**src/rtl/seletor_codigo_pkg.sv**
```systemverilog
// Shared constants and types for the code selector and the display blocks.
// Holds the debounce length, code width and debounce state encodings.
package seletor_codigo_pkg;

    localparam int DEB_CYCLES = 4;
    localparam int CODE_W     = 5;

    typedef logic [CODE_W-1:0] code_t;

    typedef enum logic [1:0] {
        IDLE         = 2'b00,
        WAIT_PRESS   = 2'b01,
        PRESSED      = 2'b10,
        WAIT_RELEASE = 2'b11
    } deb_state_t;

    typedef struct packed {
        logic load;
        logic up;
        logic down;
    } press_t;

    // Load wins; up and down together cancel out.
    function automatic code_t next_code(
        input code_t  cur,
        input press_t p,
        input code_t  sw
    );
        code_t res;
        res = cur;
        if (p.load) begin
            res = sw;
        end else if (p.up && !p.down) begin
            res = cur + code_t'(1);
        end else if (p.down && !p.up) begin
            res = cur - code_t'(1);
        end
        return res;
    endfunction

endpackage

```
**src/rtl/seletor_codigo_debouncer.sv**
```systemverilog
// Two-flop synchronizer followed by a four-state debounce FSM.
// Emits a single registered press pulse per accepted press.
module debouncer
    import seletor_codigo_pkg::*;
#(
    parameter int DEB_CYCLES = seletor_codigo_pkg::DEB_CYCLES
) (
    input  logic clk,
    input  logic rst,
    input  logic btn,
    output logic press
);

    localparam bit ONE_SHOT = (DEB_CYCLES <= 1);
    localparam int CW       = (DEB_CYCLES > 2) ? $clog2(DEB_CYCLES) : 1;
    localparam int LAST     = (DEB_CYCLES > 2) ? DEB_CYCLES - 2 : 0;

    logic          s1;
    logic          s2;
    deb_state_t    state;
    deb_state_t    state_n;
    logic [CW-1:0] cnt;
    logic [CW-1:0] cnt_n;
    logic          press_n;
    logic          hit;

    always_ff @(posedge clk or posedge rst) begin
        if (rst) begin
            s1 <= 1'b0;
            s2 <= 1'b0;
        end else begin
            s1 <= btn;
            s2 <= s1;
        end
    end

    always_ff @(posedge clk or posedge rst) begin
        if (rst) begin
            state <= IDLE;
            cnt   <= '0;
            press <= 1'b0;
        end else begin
            state <= state_n;
            cnt   <= cnt_n;
            press <= press_n;
        end
    end

    // The sample that leaves IDLE/PRESSED is the first of the run.
    assign hit = ONE_SHOT || (cnt == CW'(LAST));

    always_comb begin
        state_n = state;
        cnt_n   = cnt;
        unique case (state)
            IDLE: begin
                if (s2) begin
                    cnt_n   = '0;
                    state_n = ONE_SHOT ? PRESSED : WAIT_PRESS;
                end
            end
            WAIT_PRESS: begin
                if (!s2) begin
                    state_n = IDLE;
                end else if (hit) begin
                    state_n = PRESSED;
                end else begin
                    cnt_n = cnt + CW'(1);
                end
            end
            PRESSED: begin
                if (!s2) begin
                    cnt_n   = '0;
                    state_n = ONE_SHOT ? IDLE : WAIT_RELEASE;
                end
            end
            WAIT_RELEASE: begin
                if (s2) begin
                    state_n = PRESSED;
                end else if (hit) begin
                    state_n = IDLE;
                end else begin
                    cnt_n = cnt + CW'(1);
                end
            end
            default: begin
                state_n = IDLE;
                cnt_n   = '0;
            end
        endcase
    end

    always_comb begin
        press_n = 1'b0;
        unique case (1'b1)
            (state == WAIT_PRESS): press_n = s2 && hit;
            (state == IDLE):       press_n = s2 && ONE_SHOT;
            default:               press_n = 1'b0;
        endcase
    end

endmodule

```
**src/rtl/seletor_codigo.sv**
```systemverilog
// Five-bit code selector driven by debounced up/down/load buttons.
// Code and change pulse are registered straight onto the outputs.
module seletor_codigo
    import seletor_codigo_pkg::*;
#(
    parameter int          DEB_CYCLES = seletor_codigo_pkg::DEB_CYCLES,
    parameter logic [4:0]  RESET_CODE = 5'd0
) (
    input  logic       clk,
    input  logic       rst,
    input  logic       btn_up,
    input  logic       btn_down,
    input  logic       btn_load,
    input  logic [4:0] sw,
    output logic       i1,
    output logic       i2,
    output logic       i3,
    output logic       i4,
    output logic       i5,
    output logic       changed
);

    press_t p;
    code_t  code;
    code_t  code_n;

    debouncer #(.DEB_CYCLES(DEB_CYCLES)) u_deb_up (
        .clk   (clk),
        .rst   (rst),
        .btn   (btn_up),
        .press (p.up)
    );

    debouncer #(.DEB_CYCLES(DEB_CYCLES)) u_deb_down (
        .clk   (clk),
        .rst   (rst),
        .btn   (btn_down),
        .press (p.down)
    );

    debouncer #(.DEB_CYCLES(DEB_CYCLES)) u_deb_load (
        .clk   (clk),
        .rst   (rst),
        .btn   (btn_load),
        .press (p.load)
    );

    always_comb begin
        code_n = next_code(code, p, sw);
    end

    always_ff @(posedge clk or posedge rst) begin
        if (rst) begin
            code    <= RESET_CODE;
            changed <= 1'b0;
        end else begin
            code    <= code_n;
            changed <= (code_n != code);
        end
    end

    assign {i1, i2, i3, i4, i5} = code;

endmodule

```
**config.mk**
```make
export PLATFORM = sky130hd
export DESIGN_NAME = seletor_codigo
export DESIGN_NICKNAME = d
export VERILOG_FILES = /design/src/rtl/seletor_codigo_pkg.sv /design/src/rtl/seletor_codigo_debouncer.sv /design/src/rtl/seletor_codigo.sv
export SDC_FILE = /design/constraint.sdc
export NUM_CORES = 1
export LEC_CHECK = 0
export BUFFER_PORTS_ARGS = -buffer_cell sky130_fd_sc_hd__buf_2
export CAP_MARGIN = 20
export CORE_ASPECT_RATIO = 1.25
export CORE_MARGIN = 1
export CORE_UTILIZATION = 30
export DETAILED_ROUTE_END_ITERATION = 10
export PLACE_DENSITY = 0.43
export SKIP_CTS_REPAIR_TIMING = 1
export SYNTH_ARGS = -nofsm -noshare
export SYNTH_HDL_FRONTEND = slang
export SYNTH_SLANG_ARGS = --single-unit
export TNS_END_PERCENT = 10
```
**constraint.sdc**
```tcl
create_clock -name clk -period 3.9 [get_ports clk]
set_input_delay 0.195 -clock clk [delete_from_list [all_inputs] [get_ports clk]]
set_output_delay 0.195 -clock clk [all_outputs]
set_load 0.005 [all_outputs]
```
# Word-level counts from Yosys, hierarchy flattened
# Index checks and enable logic that the tools add are counted.
[classes]
n_reduce_logical = 16
n_mux = 45
addsub = 5
eq_ne = 31
[ops]
columns = ["cell", "count"]
rows = [
  ["two-way mux 2 bit", 33],
  ["case mux 2 bit (4 select lines)", 6],
  ["AND reduction 4 bit", 6],
  ["equality test 2 bit, second input constant", 9],
  ["two-way mux 5 bit", 3],
  ["!= test 2 x 1 -> 1 bit, second input constant", 6],
  ["!= test 2 bit, second input constant", 6],
  ["!= test 3 x 1 -> 1 bit, second input constant", 3],
  ["!= test 3 bit, second input constant", 3],
  ["adder 2 x 1 -> 2 bit, second input constant", 3],
  ["equality test 2 x 1 -> 1 bit, second input constant", 3],
  ["logical NOT 2 bit", 3],
  ["adder 5 x 1 -> 5 bit, second input constant", 1],
  ["logical AND 1 bit", 5],
  ["!= test 5 bit", 1],
  ["subtractor 5 x 1 -> 5 bit, second input constant", 1],
  ["two-way mux 1 bit", 3],
  ["logical NOT 1 bit", 2],
]
[word_totals]
elab_cells = 114
output_inout_bits = 6
ff_bits = 27

# Longest topological paths before layout
[depth]
ltp_word = 6
mapped_depth = 5

# Modules after synthesis
# A second synthesis with hierarchy kept.
[unflattened]
hier_cells = 119
area_unflattened_um2 = 1350.0
[by_module_without_submodules]
columns = ["module", "cells_each", "seq_area_each_um2", "n_inst", "area_per_inst_um2"]
rows = [
  ["debouncer", 21, 175.2, 3, 281.5],
  ["seletor_codigo", 56, 150.1, 1, 505.5],
]

# Worst setup path after synthesis
# Ideal clock, no wire load.
[synth_timing]
kind = "register to register"
from = "register code[1]"
to = "register code[1]"
arrival_ps = 1379
setup_slack_ps = 2385
stages_incl_launch_ff = 6
n_path_buf = 0
setup_time_ps = 136
synth_period_minus_slack_ps = 1515
required_time_ps = 3764
path_cell_list = "dfrtp_1 inv_1 ha_1 or3b_2 o221ai_1 o21ai_0"
[synth_via]
elab_chain_len = 4
[synth_lines]
columns = ["item", "line", "rtl"]
rows = [
  ["from (decl)", "seletor_codigo.sv:24", "code_t code;"],
  ["from (signal assigned)", "seletor_codigo.sv:57", "code <= code_n;"],
  ["subtractor 5 x 1 -> 5 bit", "seletor_codigo_pkg.sv:36", "res = cur - code_t'(1);"],
  ["two-way mux 5 bit", "seletor_codigo_pkg.sv:35", "end else if (p.down && !p.up) begin"],
  ["two-way mux 5 bit (*)", "seletor_codigo_pkg.sv:33", "end else if (p.up && !p.down) begin"],
  ["two-way mux 5 bit (*)", "seletor_codigo_pkg.sv:31", "if (p.load) begin"],
  ["named net code_n[1]", "seletor_codigo.sv:25", "code_t code_n;"],
]
# The timed path passes the listed nets; every way through them passes the cells marked *.
# A chain may end at the register's enable or synchronous reset.

# Worst setup path in the final report
# Same ends and word-level chain as after synthesis.

==> metrics.cfg <==
[clocking]
clkSinkCount = 27
root_buffer = clkbuf_8
clk_path_buf_depth = 2
path_clk_slew_ns = 0.09
clkLatencyLatePin_ns = 0.27
numCtsBuffers = 3
h-tree-depth = 1
cts_tree = done

[synthesis]
synth.net_count = 127
netlist.top_cell.by_area = dfrtp_1
ys_seq_area_share_pct = 53.6
synth_top_area_share_pct = 53.6
yosys_warnings = 0
synth-main-ff-cell = dfrtp_1
yosys_register_bits = 27
syn_area_per_cell_um2 = 11.2
synthTopCellsByArea = dfrtp_1 54%, ha_1 5.0%, nand2_1 3.9%
synth_edf_count = 0
synth.distinct_cells = 30
postSynthCellCount = 112
async_reset_ff_share_pct = 100
synth_area_um2 = 1260

[final_layout]
area_growth_pct = 17.8
regArea_um2 = 676
instances_no_fill = 188
final_cell_mix = 27 x dfrtp_1, 15 x buf_2, 13 x nand2_1
layout_commonest_cell = dfrtp_1
antenna_cells = 0
fillers = 417
fin_util_pct = 36.5
drive_gt1_share_pct = 18.2
multi_input_area_um2 = 554
nets = 148

[run_status]
status = completed

[floorplan]
die_w_um = 60.0
fp.dieH_um = 74.5
initial_core_util_pct = 31.0
row_count = 26
fp.dieArea_um2 = 4460
ios = 16
core_um2 = 4070

[setup_path]
crit_type = reg2reg
cp.arrival_ns = 1.77
endpoint_kind = register
cp-start-kind = register
required_ns = 4.04
crit_fanout = 7

[routing]
vias = 877
drc_errors = 0
wire_per_inst_um = 11.5
drt_iter0_markers = 40
ant_nets = 0
vias_per_cell = 4.66
routed_wl_um = 2160
drtPass1Iterations = 4

[placed_design]
place.gp.congestion = 0.735
portBuffers = 15
dp.cells = 182
hpwl_um = 1560

[sta]
hold_viol_final = 0
tightest_slew_ns = 0.393
period_needed_ns = 1.63
rsz0062_at_grt = no
final_max_slew_viol_count = 0
min_period_over_period_pct = 41.7
hold_slack_ns = 0.0241
max_freq_ghz = 0.614
relSlewSlack_pct = 73.8
finClkSkew_ns = 0.00397
setup_viol = 0
tns_ns = 0

[global_route]
grt_pass1_wl_um = 3590
grt_pass1_vias = 849
grtUsageTotal_pct = 10.7
grt_max_degree = 28
gr-total-overflow = 0
antenna_found_initial = 0

[run]
maxCapViolCount = 0

[pwr]
irDropWorstVdd_mv = 0.221
power_density_nw_per_um2 = 660
leakage_nw = 0.684

[worst_hold_path]
min_path_type = in2reg

## where the power goes
part	internal [mW]	switching [mW]	total, mW
Sequential	0.375	0.102	0.477
Combinational	0.181	0.164	0.345
Clock	0.0731	0.0850	0.158
Total	0.629	0.351	0.980
## area by class of cell
type | count | share of cell area [%]
tap | 56 | 4.72
timing repair buffer | 17 | 7.59
sequential | 27 | 45.5
multi-input combinational | 77 | 37.4
clock buffer | 4 | 3.04
inverter | 7 | 1.77
## Yosys cell counts (2+ instances only)
master	count
ha_1	5
a32oi_1	2
inv_1	7
xnor2_1	5
a21oi_1	2
nand3_1	6
nor2_1	4
mux2_2	4
o21ai_0	2
a221o_1	2
nand2b_1	2
nor3_1	3
xor2_1	5
dfrtp_1	27
and3b_1	3
o31ai_1	3
nand2_1	13
nor3b_1	3
nor2b_1	2
a22o_1	2
## metrics by stage
step	setup slack (ns)	power [mW]	cell area, um^2
after floorplan	2.39	0.722	1260
after global placement	2.38	0.807	1400
after detailed placement	2.29	0.829	1400
after CTS	2.27	0.992	1450
after global routing	2.20	1.07	1480
final	2.27	0.980	1480
## layer usage
layer  vias up  part of all wire [%]  GRT usage (%)
met5         -                     0              0
met4         0                  0.74           3.88
met3         2                   2.5           2.09
met2        14                    49           17.8
met1       423                    47           13.8
li1        438                     -              -
## worst max-delay path, cell delays in order (launching register included)
cell	delay (ns)
dfrtp_1	0.48
inv_1	0.07
ha_1	0.30
or3b_2	0.48
o221ai_1	0.08
o21ai_0	0.09
## final timing paths
check,start,end,slack [ns],cells after the start
worst max-delay path,code[1]$_DFF_PP0_,code[1]$_DFF_PP0_,2.27,5
max in group asynchronous,rst,code[1]$_DFF_PP0_,3.12,4
worst max register to register,code[1]$_DFF_PP0_,code[1]$_DFF_PP0_,2.27,5
worst min register to register,u_deb_load.s1$_DFF_PP0_,u_deb_load.s2$_DFF_PP0_,0.35,0
min in group asynchronous,rst,u_deb_load.s2$_DFF_PP0_,0.39,3
worst min-delay path,btn_down,u_deb_down.s1$_DFF_PP0_,0.02,1
## cell families after synthesis
kind of cell	Yosys count	share of synthesized area [%]
xor gates and xnor gates	10	6.95
buffers and inverters	8	2.38
adders and majority gates	5	4.97
AOI/OAI and AO/OA	17	10.4
DFF	27	53.6
muxes	5	4.37
and+or+nand+nor	40	17.3
(Power assumes the default switching activity.)
